==> config.mk <==
export PLATFORM = sky130hd
export DESIGN_NAME = sram_rr_arbiter_flat
export DESIGN_NICKNAME = d
export VERILOG_FILES = /design/src/rtl/sram_ctrl_pkg.sv /design/src/rtl/sram_rr_arbiter_if.sv /design/src/rtl/rr_arb2.sv /design/src/rtl/sram_rr_arbiter.sv /design/src/flat_wrapper.sv
export SDC_FILE = /design/constraint.sdc
export NUM_CORES = 1
export LEC_CHECK = 0
export BUFFER_PORTS_ARGS = -buffer_cell sky130_fd_sc_hd__buf_2
export CAP_MARGIN = 20
export CORE_UTILIZATION = 30
export DETAILED_ROUTE_END_ITERATION = 10
export PLACE_DENSITY = 0.73
export SYNTH_ARGS = -nofsm -noshare
export SYNTH_HDL_FRONTEND = slang
export SYNTH_SLANG_ARGS = --single-unit
==> constraint.sdc <==
create_clock -name clk0 -period 1.4 [get_ports clk0]
set_input_delay 0.14 -clock clk0 [delete_from_list [all_inputs] [get_ports clk0]]
set_output_delay 0.14 -clock clk0 [all_outputs]
set_load 0.02 [all_outputs]
==> src/rtl/sram_ctrl_pkg.sv <==
// sram_ctrl_pkg: shared types and defaults for the two-port SRAM arbiter.
package sram_ctrl_pkg;
    localparam int DEF_DATA_WIDTH = 32;
    localparam int DEF_ADDR_WIDTH = 7;
    localparam logic PORT0 = 1'b0;
    localparam logic PORT1 = 1'b1;
    typedef enum logic {INIT, RUN} state_t;
endpackage

==> src/rtl/sram_rr_arbiter_if.sv <==
// sram_rr_arbiter_if: two requester ports plus the single-port SRAM bus.
interface sram_rr_arbiter_if
    import sram_ctrl_pkg::*;
#(
    parameter int DATA_WIDTH = DEF_DATA_WIDTH,
    parameter int ADDR_WIDTH = DEF_ADDR_WIDTH
);
    logic                  p0_req_valid, p0_req_we, p0_req_ready, p0_rsp_valid;
    logic [ADDR_WIDTH-1:0] p0_req_addr;
    logic [DATA_WIDTH-1:0] p0_req_wdata, p0_rsp_rdata;
    logic                  p1_req_valid, p1_req_we, p1_req_ready, p1_rsp_valid;
    logic [ADDR_WIDTH-1:0] p1_req_addr;
    logic [DATA_WIDTH-1:0] p1_req_wdata, p1_rsp_rdata;
    logic                  csb0, web0, init_done;
    logic [ADDR_WIDTH-1:0] addr0;
    logic [DATA_WIDTH-1:0] din0, dout0;

    modport slave (
        input  p0_req_valid, p0_req_we, p0_req_addr, p0_req_wdata,
        output p0_req_ready, p0_rsp_valid, p0_rsp_rdata,
        input  p1_req_valid, p1_req_we, p1_req_addr, p1_req_wdata,
        output p1_req_ready, p1_rsp_valid, p1_rsp_rdata,
        output csb0, web0, addr0, din0, init_done,
        input  dout0
    );
    modport master (
        output p0_req_valid, p0_req_we, p0_req_addr, p0_req_wdata,
        input  p0_req_ready, p0_rsp_valid, p0_rsp_rdata,
        output p1_req_valid, p1_req_we, p1_req_addr, p1_req_wdata,
        input  p1_req_ready, p1_rsp_valid, p1_rsp_rdata,
        input  csb0, web0, addr0, din0, init_done,
        output dout0
    );
endinterface

==> src/rtl/rr_arb2.sv <==
// rr_arb2: two-way round-robin grant; r_ptr names the port that wins a tie.
module rr_arb2
    import sram_ctrl_pkg::*;
(
    input  logic       clk,
    input  logic       rst,
    input  logic       i_en,
    input  logic [1:0] i_req,
    output logic [1:0] o_gnt,
    output logic       o_idx
);
    logic r_ptr;
    logic w_any;

    always_comb begin
        o_idx = (i_req[PORT0] & i_req[PORT1]) ? r_ptr : i_req[PORT1];
        w_any = i_en & |i_req;
        o_gnt = w_any ? (o_idx ? 2'b10 : 2'b01) : 2'b00;
    end

    always_ff @(posedge clk or posedge rst) begin
        if (rst) r_ptr <= PORT0;
        else if (w_any) r_ptr <= ~o_idx;
    end
endmodule

==> src/rtl/sram_rr_arbiter.sv <==
// sram_rr_arbiter: clears the SRAM after reset, then shares it between two
// requesters round-robin with registered SRAM controls and a 2-cycle read path.
module sram_rr_arbiter
    import sram_ctrl_pkg::*;
#(
    parameter int DATA_WIDTH = DEF_DATA_WIDTH,
    parameter int ADDR_WIDTH = DEF_ADDR_WIDTH,
    parameter int RAM_DEPTH  = 1 << ADDR_WIDTH
) (
    input logic clk0,
    input logic rst0,
    sram_rr_arbiter_if.slave bus
);
    // One extra count value marks "last clear write issued", giving the idle step before RUN.
    localparam int CW = $clog2(RAM_DEPTH + 1);
    localparam logic [CW-1:0] LAST_CNT = CW'(RAM_DEPTH);

    state_t                r_state, w_state_nxt;
    logic [CW-1:0]         r_cnt, w_cnt_nxt;
    logic                  r_csb, r_web, w_cs, w_we, w_idx;
    logic [ADDR_WIDTH-1:0] r_addr, w_addr;
    logic [DATA_WIDTH-1:0] r_din, w_din;
    logic [1:0]            w_gnt, w_rd, r_rd1, r_rd2;

    rr_arb2 u_arb (
        .clk   (clk0),
        .rst   (rst0),
        .i_en  (r_state == RUN),
        .i_req ({bus.p1_req_valid, bus.p0_req_valid}),
        .o_gnt (w_gnt),
        .o_idx (w_idx)
    );

    always_comb begin
        w_state_nxt = r_state;
        w_cnt_nxt   = r_cnt;
        w_cs        = 1'b0;
        w_we        = 1'b0;
        w_addr      = r_addr;
        w_din       = r_din;
        w_rd        = w_gnt & ~{bus.p1_req_we, bus.p0_req_we};
        if (r_state == INIT) begin
            if (r_cnt == LAST_CNT) begin
                w_state_nxt = RUN;
            end else begin
                w_cs      = 1'b1;
                w_we      = 1'b1;
                w_addr    = ADDR_WIDTH'(r_cnt);
                w_din     = '0;
                w_cnt_nxt = r_cnt + 1'b1;
            end
        end else if (|w_gnt) begin
            w_cs   = 1'b1;
            w_we   = w_idx ? bus.p1_req_we    : bus.p0_req_we;
            w_addr = w_idx ? bus.p1_req_addr  : bus.p0_req_addr;
            w_din  = w_idx ? bus.p1_req_wdata : bus.p0_req_wdata;
        end
    end

    always_ff @(posedge clk0 or posedge rst0) begin
        if (rst0) begin
            r_state <= INIT;
            r_cnt   <= '0;
            r_csb   <= 1'b1;
            r_web   <= 1'b1;
            r_addr  <= '0;
            r_din   <= '0;
            r_rd1   <= '0;
            r_rd2   <= '0;
        end else begin
            r_state <= w_state_nxt;
            r_cnt   <= w_cnt_nxt;
            r_csb   <= ~w_cs;
            r_web   <= ~w_we;
            r_addr  <= w_addr;
            r_din   <= w_din;
            r_rd1   <= w_rd;
            r_rd2   <= r_rd1;
        end
    end

    assign bus.csb0         = r_csb;
    assign bus.web0         = r_web;
    assign bus.addr0        = r_addr;
    assign bus.din0         = r_din;
    assign bus.init_done    = (r_state == RUN);
    assign bus.p0_req_ready = w_gnt[0];
    assign bus.p1_req_ready = w_gnt[1];
    assign bus.p0_rsp_valid = r_rd2[0];
    assign bus.p1_rsp_valid = r_rd2[1];
    assign bus.p0_rsp_rdata = bus.dout0;
    assign bus.p1_rsp_rdata = bus.dout0;
endmodule

==> src/flat_wrapper.sv <==
// flat-port wrapper written by rule: the top's interface ports become plain ports
module sram_rr_arbiter_flat import sram_ctrl_pkg::*;
#(
    parameter int DATA_WIDTH = DEF_DATA_WIDTH,
    parameter int ADDR_WIDTH = DEF_ADDR_WIDTH,
    parameter int RAM_DEPTH  = 1 << ADDR_WIDTH
)
  (clk0, rst0, bus_p0_req_valid, bus_p0_req_we, bus_p0_req_addr, bus_p0_req_wdata, bus_p0_req_ready, bus_p0_rsp_valid, bus_p0_rsp_rdata, bus_p1_req_valid, bus_p1_req_we, bus_p1_req_addr, bus_p1_req_wdata, bus_p1_req_ready, bus_p1_rsp_valid, bus_p1_rsp_rdata, bus_csb0, bus_web0, bus_addr0, bus_din0, bus_init_done, bus_dout0);
  sram_rr_arbiter_if #(.DATA_WIDTH(DATA_WIDTH), .ADDR_WIDTH(ADDR_WIDTH)) bus_i ();
  input logic clk0;
  input logic rst0;
  input wire logic [$bits(bus_i.p0_req_valid)-1:0] bus_p0_req_valid;
  input wire logic [$bits(bus_i.p0_req_we)-1:0] bus_p0_req_we;
  input wire logic [$bits(bus_i.p0_req_addr)-1:0] bus_p0_req_addr;
  input wire logic [$bits(bus_i.p0_req_wdata)-1:0] bus_p0_req_wdata;
  output wire logic [$bits(bus_i.p0_req_ready)-1:0] bus_p0_req_ready;
  output wire logic [$bits(bus_i.p0_rsp_valid)-1:0] bus_p0_rsp_valid;
  output wire logic [$bits(bus_i.p0_rsp_rdata)-1:0] bus_p0_rsp_rdata;
  input wire logic [$bits(bus_i.p1_req_valid)-1:0] bus_p1_req_valid;
  input wire logic [$bits(bus_i.p1_req_we)-1:0] bus_p1_req_we;
  input wire logic [$bits(bus_i.p1_req_addr)-1:0] bus_p1_req_addr;
  input wire logic [$bits(bus_i.p1_req_wdata)-1:0] bus_p1_req_wdata;
  output wire logic [$bits(bus_i.p1_req_ready)-1:0] bus_p1_req_ready;
  output wire logic [$bits(bus_i.p1_rsp_valid)-1:0] bus_p1_rsp_valid;
  output wire logic [$bits(bus_i.p1_rsp_rdata)-1:0] bus_p1_rsp_rdata;
  output wire logic [$bits(bus_i.csb0)-1:0] bus_csb0;
  output wire logic [$bits(bus_i.web0)-1:0] bus_web0;
  output wire logic [$bits(bus_i.addr0)-1:0] bus_addr0;
  output wire logic [$bits(bus_i.din0)-1:0] bus_din0;
  output wire logic [$bits(bus_i.init_done)-1:0] bus_init_done;
  input wire logic [$bits(bus_i.dout0)-1:0] bus_dout0;
  assign bus_i.p0_req_valid = bus_p0_req_valid;
  assign bus_i.p0_req_we = bus_p0_req_we;
  assign bus_i.p0_req_addr = bus_p0_req_addr;
  assign bus_i.p0_req_wdata = bus_p0_req_wdata;
  assign bus_p0_req_ready = bus_i.p0_req_ready;
  assign bus_p0_rsp_valid = bus_i.p0_rsp_valid;
  assign bus_p0_rsp_rdata = bus_i.p0_rsp_rdata;
  assign bus_i.p1_req_valid = bus_p1_req_valid;
  assign bus_i.p1_req_we = bus_p1_req_we;
  assign bus_i.p1_req_addr = bus_p1_req_addr;
  assign bus_i.p1_req_wdata = bus_p1_req_wdata;
  assign bus_p1_req_ready = bus_i.p1_req_ready;
  assign bus_p1_rsp_valid = bus_i.p1_rsp_valid;
  assign bus_p1_rsp_rdata = bus_i.p1_rsp_rdata;
  assign bus_csb0 = bus_i.csb0;
  assign bus_web0 = bus_i.web0;
  assign bus_addr0 = bus_i.addr0;
  assign bus_din0 = bus_i.din0;
  assign bus_init_done = bus_i.init_done;
  assign bus_i.dout0 = bus_dout0;
  sram_rr_arbiter #(.DATA_WIDTH(DATA_WIDTH), .ADDR_WIDTH(ADDR_WIDTH), .RAM_DEPTH(RAM_DEPTH)) u_core (.clk0(clk0), .rst0(rst0), .bus(bus_i));
endmodule
==> results.tsv, run 1 <==
stage	metric	value	unit
outcome	status	finished with violations	
outcome	violations	negative setup slack	
routing	wirelength	7400	um
worst_hold_path	whs_path_depth	3	
place	hpwl	5260	um
global_routing	grt_pass1_wl	10800	um
pwr	p_sw	0.676	mW
place	port-buffer-count	129	
timing	whs	0.106	ns
setup_path	reg2reg_to	u_core.r_cnt[1]$_DFFE_PP0P_	
cts	clockBufferDepth	2	
pwr	p_leak	1.92	nW
timing	setup_ws	-0.0832	ns
floorplan	die_area	10400	um^2
routing	wl_per_cell	13.8	um
timing	period_needed	1.48	ns
cts	cts_tree	done	
global_routing	grtUsageTotal	13.6	%
synthesis	syn-num-nets	434	
worst_hold_path	hold_class	primary input to flip-flop	
pwr	p_per_area	782	nW/um^2
timing	slew_viol_final	0	
setup_path	rr_worst_depth	4	
synthesis	synth.avg_cell_area	9.47	um^2
routing	drcViolationCount	0	
floorplan	ios	226	
synthesis	seq_area_frac_synth	46.1	%
global_routing	grt_max_degree	56	
layout	areaGrowthSynthToFinish	27.2	%
global_routing	grt_pass1_vias	2234	
floorplan	die_x	102	um
timing	finalCritPeriodShare	106	%
synthesis	yosysWarningCount	0	
cts	cts_buffers	5	
floorplan	die_h	102	um
synthesis	synth.cell_area	2990	um^2
timing	finalClockSkew	0.0111	ns
synthesis	synth_cells	316	
timing	worstMarginPinSlew	0.314	ns
timing	maxSlewHeadroom	79.0	%
pwr	internal_power	2.30	mW
setup_path	crit_path_start_kind	flip-flop	
pwr	switching_share	22.7	%
global_routing	antenna_found_initial	0	
synthesis	ys_ff_latch	55	
setup_path	end_kind	flip-flop	
cts	clock_sinks	55	
worst_hold_path	min_from	bus_p0_req_wdata[17]	
pwr	pwr-share-clk	35.9	%
cts	cts.clk_slew.worst_paths	0.11	ns
place	gp_congestion	0.762	
routing	num_vias	2482	
cts	cts_root_buffer	clkbuf_8	
setup_path	crit-reg2reg-launch	u_core.r_cnt[6]$_DFFE_PP0P_	
setup_path	path_max_fanout	2	
pwr	ir_drop	0.414	mV
floorplan	row_count	36	
worst_hold_path	hold_end	u_core.bus.din0[17]$_DFFE_PP0P_	
setup_path	worstSetupPathType	flip-flop to flip-flop	
cts	htreeDepth	2	
routing	first_pass_iters	4	
floorplan	core_region_area	9730	um^2
synthesis	synth_cell_types	34	
layout	finish.net_count	522	
floorplan	start_util	30.8	%
cts	clk_latency	0.31	ns
global_routing	grt_overflow	0	
layout	antennaDiodeCount	0	
pwr	pwr-share-comb	10.7	%
setup_path	worstPathArrival	1.69	ns
place	dp_worst_setup_slack	-0.0651	ns
setup_path	r2r_setup_slack	-0.08	ns
timing	rsz0062_at_grt	yes	
setup_path	worstPathRequired	1.60	ns
routing	ant_nets	0	
layout	drive_gt1_share	48.4	%
timing	finalSetupViolCount	36	
flow_run	max_cap_viol_count	0	
routing	drt_iter0_markers	56	
pwr	pwr-share-seq	53.3	%
pwr	p_total	2.98	mW
routing	routed_via_density	4.61	
timing	final_hold_viol_count	0	
timing	fmax	0.674	GHz
[cell type report]
cell class | count | area [um^2]
clock buffers | 5 | 68.8
clock inverters | 3 | 46.3
fillers | 980 | 5920
inverters | 5 | 22.5
multi-input cells | 173 | 1080
flip-flops and latches | 55 | 1380
well taps | 133 | 166
repair buffers | 164 | 1040
[metal layers]
layer	GRT usage, %	vias up	wire length (um)
li1	-	1197	-
met1	15.1	1162	2990
met2	24.7	105	3670
met3	4.58	18	645
met4	3.85	0	100
met5	0	-	0
[what timing repair did]
item	in CTS	in global routing
gates cloned	1	0
hold endpoints to repair	55	0
gates resized for setup	32	19
hold buffers	3	0
pin swaps	3	0
setup buffers	6	3
endpoints found under the setup margin	43	44
[worst max-delay path: stages, from the launching register on]
cell and delay [ns]:
dfrtp_1 0.42, nor4_4 0.32, nand3_2 0.13, o21a_4 0.22, mux2_4 0.29
[cells by family (layout without fill, tap and decap cells)]
| kind of cell | Yosys count | after routing | share of synthesized area [%] |
|---|---|---|---|
| AO/OA/AOI/OAI | 92 | 92 | 19.4 |
| XOR/XNOR | 6 | 6 | 1.76 |
| adder cells (fa/ha/maj) | 2 | 2 | 0.836 |
| buffers and inverters | 88 | 177 | 20.2 |
| flip-flops | 55 | 55 | 46.1 |
| multiplexers | 2 | 2 | 0.836 |
| AND/OR/NAND/NOR | 71 | 71 | 10.8 |
[synthesized netlist by cell type]
cell type  count  area [um^2]
o22ai_1        4         25.0
nor2b_1        4         25.0
mux2_4         1         15.0
buf_6          2         22.5
o21ai_1        4         20.0
nor3_1         2         10.0
a41o_2         1         11.3
a21oi_1        8         40.0
dfstp_2        2         52.6
o21a_4         1         15.0
nor3b_1        1         7.51
and2_1         1         6.26
nand3_1        1         5.00
nor2_1         6         22.5
buf_4         67          503
a22oi_1       33          248
ha_1           2         25.0
xnor2_1        5         43.8
nand2_1       45          169
o31ai_1        3         22.5
o21ai_0       35          175
dfrtp_1       53         1330
mux2i_1        1         10.0
buf_2          7         35.0
xor2_1         1         8.76
nor4_2         1         12.5
a21o_1         1         7.51
nand3_2        1         10.0
inv_1          5         18.8
clkbuf_1       7         26.3
a31oi_1        1         6.26
a21boi_2       1         11.3
nand2b_1       6         37.5
nand4_1        3         18.8
[sequential cells by signal, summed over array words and instances, names as in the netlist]
signal / flops
u_core.r_rd2: 2
u_core.bus.web0: 1
u_core.r_cnt: 8
u_core.bus.din0: 32
u_core.u_arb.r_ptr: 1
u_core.bus.addr0: 7
u_core.bus.csb0: 1
u_core.bus.init_done: 1
u_core.r_rd1: 2
[power groups by stage]
stage,combinational (mW),sequential (mW),clock [mW]
after global routing,0.351,1.59,1.19
after floorplan,0.375,1.62,0
after global placement,0.278,1.62,0
after CTS,0.310,1.59,1.12
after detailed placement,0.286,1.62,0
final,0.320,1.59,1.07
[worst max path at each step]
stage / startpoint / to / slack, ns / cells past startpoint
4_1_cts: u_core.r_cnt[6]$_DFFE_PP0P_ / u_core.r_cnt[1]$_DFFE_PP0P_ / -0.06 / 4
3_5_place_dp: u_core.r_cnt[6]$_DFFE_PP0P_ / u_core.r_cnt[1]$_DFFE_PP0P_ / -0.07 / 4
5_1_grt: u_core.r_cnt[6]$_DFFE_PP0P_ / u_core.bus.din0[29]$_DFFE_PP0P_ / -0.12 / 5
3_3_place_gp: u_core.r_cnt[6]$_DFFE_PP0P_ / u_core.r_cnt[1]$_DFFE_PP0P_ / -0.04 / 4
6_report: u_core.r_cnt[6]$_DFFE_PP0P_ / u_core.r_cnt[1]$_DFFE_PP0P_ / -0.08 / 4
2_1_floorplan: u_core.r_cnt[6]$_DFFE_PP0P_ / u_core.r_cnt[1]$_DFFE_PP0P_ / -0.08 / 4
[cells in the final DEF, fill, tap and decap left out, types with 2 or more instances in the layout]
| cell | count |
|---|---|
| o21ai_0 | 4 |
| nand4_1 | 3 |
| dfrtp_1 | 52 |
| buf_4 | 24 |
| nor2_1 | 5 |
| dfstp_2 | 2 |
| a22oi_1 | 32 |
| o21ai_1 | 33 |
| buf_6 | 2 |
| inv_1 | 2 |
| o21ai_2 | 2 |
| a21oi_2 | 3 |
| inv_2 | 2 |
| a21oi_1 | 5 |
| buf_2 | 127 |
| nand2b_1 | 4 |
| clkbuf_8 | 5 |
| nor2b_1 | 2 |
| o22ai_1 | 4 |
| o31ai_1 | 3 |
| nand2_1 | 45 |
| clkinvlp_4 | 2 |
| xnor2_1 | 4 |
| dlygate4sd3_1 | 3 |
| buf_12 | 7 |
[metrics by stage]
stage	TNS, ns	area, um^2	cells	util [%]
floorplan	-0.0814	3010	316	-
global placement	-0.0391	3480	517	35.8
CTS	-0.751	3730	535	38.4
detailed placement	-1.10	3480	517	35.8
global route	-3.82	3810	538	39.1
finish	-1.00	3810	538	39.1
Power figures use the tool's default switching activity.
==> run 2, diff against run 1 <==
--- a/config.mk
+++ b/config.mk
@@ -9,7 +9,8 @@
 export CAP_MARGIN = 20
 export CORE_UTILIZATION = 30
 export DETAILED_ROUTE_END_ITERATION = 10
-export PLACE_DENSITY = 0.73
+export PLACE_DENSITY_LB_ADDON = 0.2
+export SETUP_SLACK_MARGIN = 0.4
 export SYNTH_ARGS = -nofsm -noshare
 export SYNTH_HDL_FRONTEND = slang
 export SYNTH_SLANG_ARGS = --single-unit
==> results.tsv, run 2 (synthesis gave the netlist of run 1 again) <==
stage	metric	value	unit	change
outcome	status	finished with violations		unchanged
outcome	violations	negative setup slack		unchanged
layout	drive_gt1_share	52.2	%	was 48.4%
global_routing	grt_pass1_wl	12600	um	was 10800 um
timing	slew_viol_final	0		unchanged
layout	largest_reg_flops	32		unchanged
setup_path	cp_slowest_cell	dfrtp_1		unchanged
routing	drcViolationCount	0		unchanged
routing	wl_per_cell	14.7	um	was 13.8 um
pwr	pwr-share-comb	10.4	%	was 10.7%
layout	finish.net_count	546		was 522
routing	wirelength	8270	um	was 7400 um
global_routing	grt_overflow	0		unchanged
setup_path	cp_num_buf_inv	0		unchanged
setup_path	crit_path_start_kind	flip-flop		unchanged
timing	finalSetupViolCount	44		was 36
layout	antennaDiodeCount	0		unchanged
worst_hold_path	hold_class	primary input to flip-flop		unchanged
timing	rsz0062_at_grt	yes		unchanged
routing	drt_iter0_markers	78		was 56
timing	finalClockSkew	0.00648	ns	was 0.0111 ns
layout	mostFrequentLayoutCell	buf_2		unchanged
floorplan	ios	226		unchanged
routing	routed_via_density	4.58		was 4.61
cts	cts_root_buffer	clkbuf_8		unchanged
place	port-buffer-count	129		unchanged
setup_path	crit_family	simple AND/OR/NAND/NOR gates		unchanged
setup_path	path_max_fanout	2		unchanged
setup_path	cp_cell_sequence	nor4_4 > nand3_2 > o21a_4 > mux2_4		unchanged
routing	first_pass_iters	4		unchanged
layout	final_cell_mix	83 x buf_2, 59 x buf_6, 52 x dfrtp_1		was 127 x buf_2, 52 x dfrtp_1, 45 x nand2_1
setup_path	end_kind	flip-flop		unchanged
setup_path	max_stage_delay	0.42	ns	about the same
global_routing	antenna_found_initial	0		unchanged
timing	tns	-1.73	ns	was -1.00 ns
floorplan	row_count	36		unchanged
floorplan	die_x	102	um	unchanged
timing	finalCritPeriodShare	107	%	was 106%
layout	areaGrowthSynthToFinish	47.1	%	was 27.2%
floorplan	die_h	102	um	unchanged
layout	fin_util	45.2	%	was 39.1%
pwr	pwr-share-clk	39.4	%	was 35.9%
pwr	switching_share	21.8	%	was 22.7%
pwr	internal_power	2.48	mW	was 2.30 mW
global_routing	grtUsageTotal	16.0	%	was 13.6%
floorplan	core_region_area	9730	um^2	unchanged
setup_path	worstPathRequired	1.60	ns	about the same
floorplan	die_area	10400	um^2	unchanged
pwr	p_per_area	720	nW/um^2	was 782 nW/um^2
pwr	p_sw	0.691	mW	was 0.676 mW
setup_path	worstPathArrival	1.69	ns	about the same
timing	worstMarginPinSlew	0.316	ns	was 0.314 ns
pwr	p_leak	2.10	nW	was 1.92 nW
place	gp_congestion	0.752		was 0.762
timing	period_needed	1.50	ns	was 1.48 ns
pwr	ir_drop	0.519	mV	was 0.414 mV
global_routing	grt_pass1_vias	2494		was 2234
place	hpwl	5510	um	was 5260 um
timing	fmax	0.669	GHz	was 0.674 GHz
timing	final_hold_viol_count	0		unchanged
floorplan	start_util	30.8	%	unchanged
cts	clk_latency	0.30	ns	was 0.31 ns
setup_path	worstSetupPathType	flip-flop to flip-flop		unchanged
routing	ant_nets	0		unchanged
cts	clock_sinks	55		unchanged
pwr	pwr-share-seq	50.1	%	was 53.3%
cts	clockBufferDepth	2		unchanged
routing	num_vias	2573		was 2482
cts	cts_buffers	5		unchanged
cts	htreeDepth	2		unchanged
cts	cts_tree	done		unchanged
timing	maxSlewHeadroom	78.9	%	was 79.0%
cts	cts.clk_slew.worst_paths	0.10	ns	was 0.11 ns
flow_run	max_cap_viol_count	0		unchanged
global_routing	grt_max_degree	56		unchanged
timing	setup_ws	-0.0957	ns	was -0.0832 ns
-- run 2: final cells by class --
cell class / count / area, um^2
clock buffers: 5 / 68.8
repair buffers: 187 / 1530
flip-flops and latches: 55 / 1380
fillers: 966 / 5330
multi-input cells: 174 / 1160
clock inverters: 3 / 67.6
well taps: 133 / 166
inverters: 5 / 30.0
-- run 2: metal layers --
| layer | global-route usage (%) | up-vias | wire length (um) |
|---|---|---|---|
| li1 | - | 1237 | - |
| met5 | 0 | - | 0 |
| met3 | 3.35 | 26 | 532 |
| met1 | 19.9 | 1206 | 3550 |
| met2 | 27.3 | 104 | 3980 |
| met4 | 6.37 | 0 | 210 |
-- run 2: final timing paths --
| kind | start | end | slack (ns) | depth (start not counted) |
|---|---|---|---|---|
| setup / recovery | u_core.r_cnt[3]$_DFFE_PP0P_ | u_core.r_cnt[1]$_DFFE_PP0P_ | -0.1 | 4 |
| hold / removal | bus_p0_req_wdata[30] | u_core.bus.din0[30]$_DFFE_PP0P_ | 0.11 | 3 |
| setup reg to reg | u_core.r_cnt[3]$_DFFE_PP0P_ | u_core.r_cnt[1]$_DFFE_PP0P_ | -0.1 | 4 |
| hold reg to reg | u_core.r_rd1[1]$_DFF_PP0_ | u_core.r_rd2[1]$_DFF_PP0_ | 0.36 | 0 |
| max in group asynchronous | rst0 | u_core.bus.web0$_DFF_PP1_ | 0.65 | 4 |
| min in group asynchronous | rst0 | u_core.bus.din0[14]$_DFFE_PP0P_ | 0.44 | 4 |
-- run 2: what timing repair did --
item                                    CTS  global route
buffers inserted                         21             9
hold endpoints to repair                 55             0
gates cloned                              2             0
endpoints found under the setup margin   94            98
hold buffers                              3             0
pin swaps                                10             9
gates resized for setup                 115            16
-- run 2: through the flow --
stage	cells	hold WS [ns]	power (mW)	setup slack (ns)	instance area, um^2
after floorplan	316	0.206	2.00	-0.0786	3070
after detailed placement	519	0.243	1.91	-0.269	3500
after global placement	519	0.243	1.90	-0.230	3500
after global routing	562	0.112	3.31	-0.125	4400
after CTS	553	0.0967	3.23	-0.0979	4270
final	562	0.107	3.17	-0.0957	4400
-- run 2: worst register-to-register path: stages, from the launching register on --
cell and delay (ns):
dfrtp_1 0.42, nor4_4 0.34, nand3_2 0.13, o21a_4 0.21
mux2_4 0.29
-- run 2: power groups by stage --
stage | Sequential [mW] | Clock (mW) | Combinational (mW)
3_5_place_dp | 1.62 | 0 | 0.290
4_1_cts | 1.59 | 1.31 | 0.336
3_3_place_gp | 1.62 | 0 | 0.285
6_report | 1.59 | 1.25 | 0.331
2_1_floorplan | 1.62 | 0 | 0.382
5_1_grt | 1.59 | 1.36 | 0.368
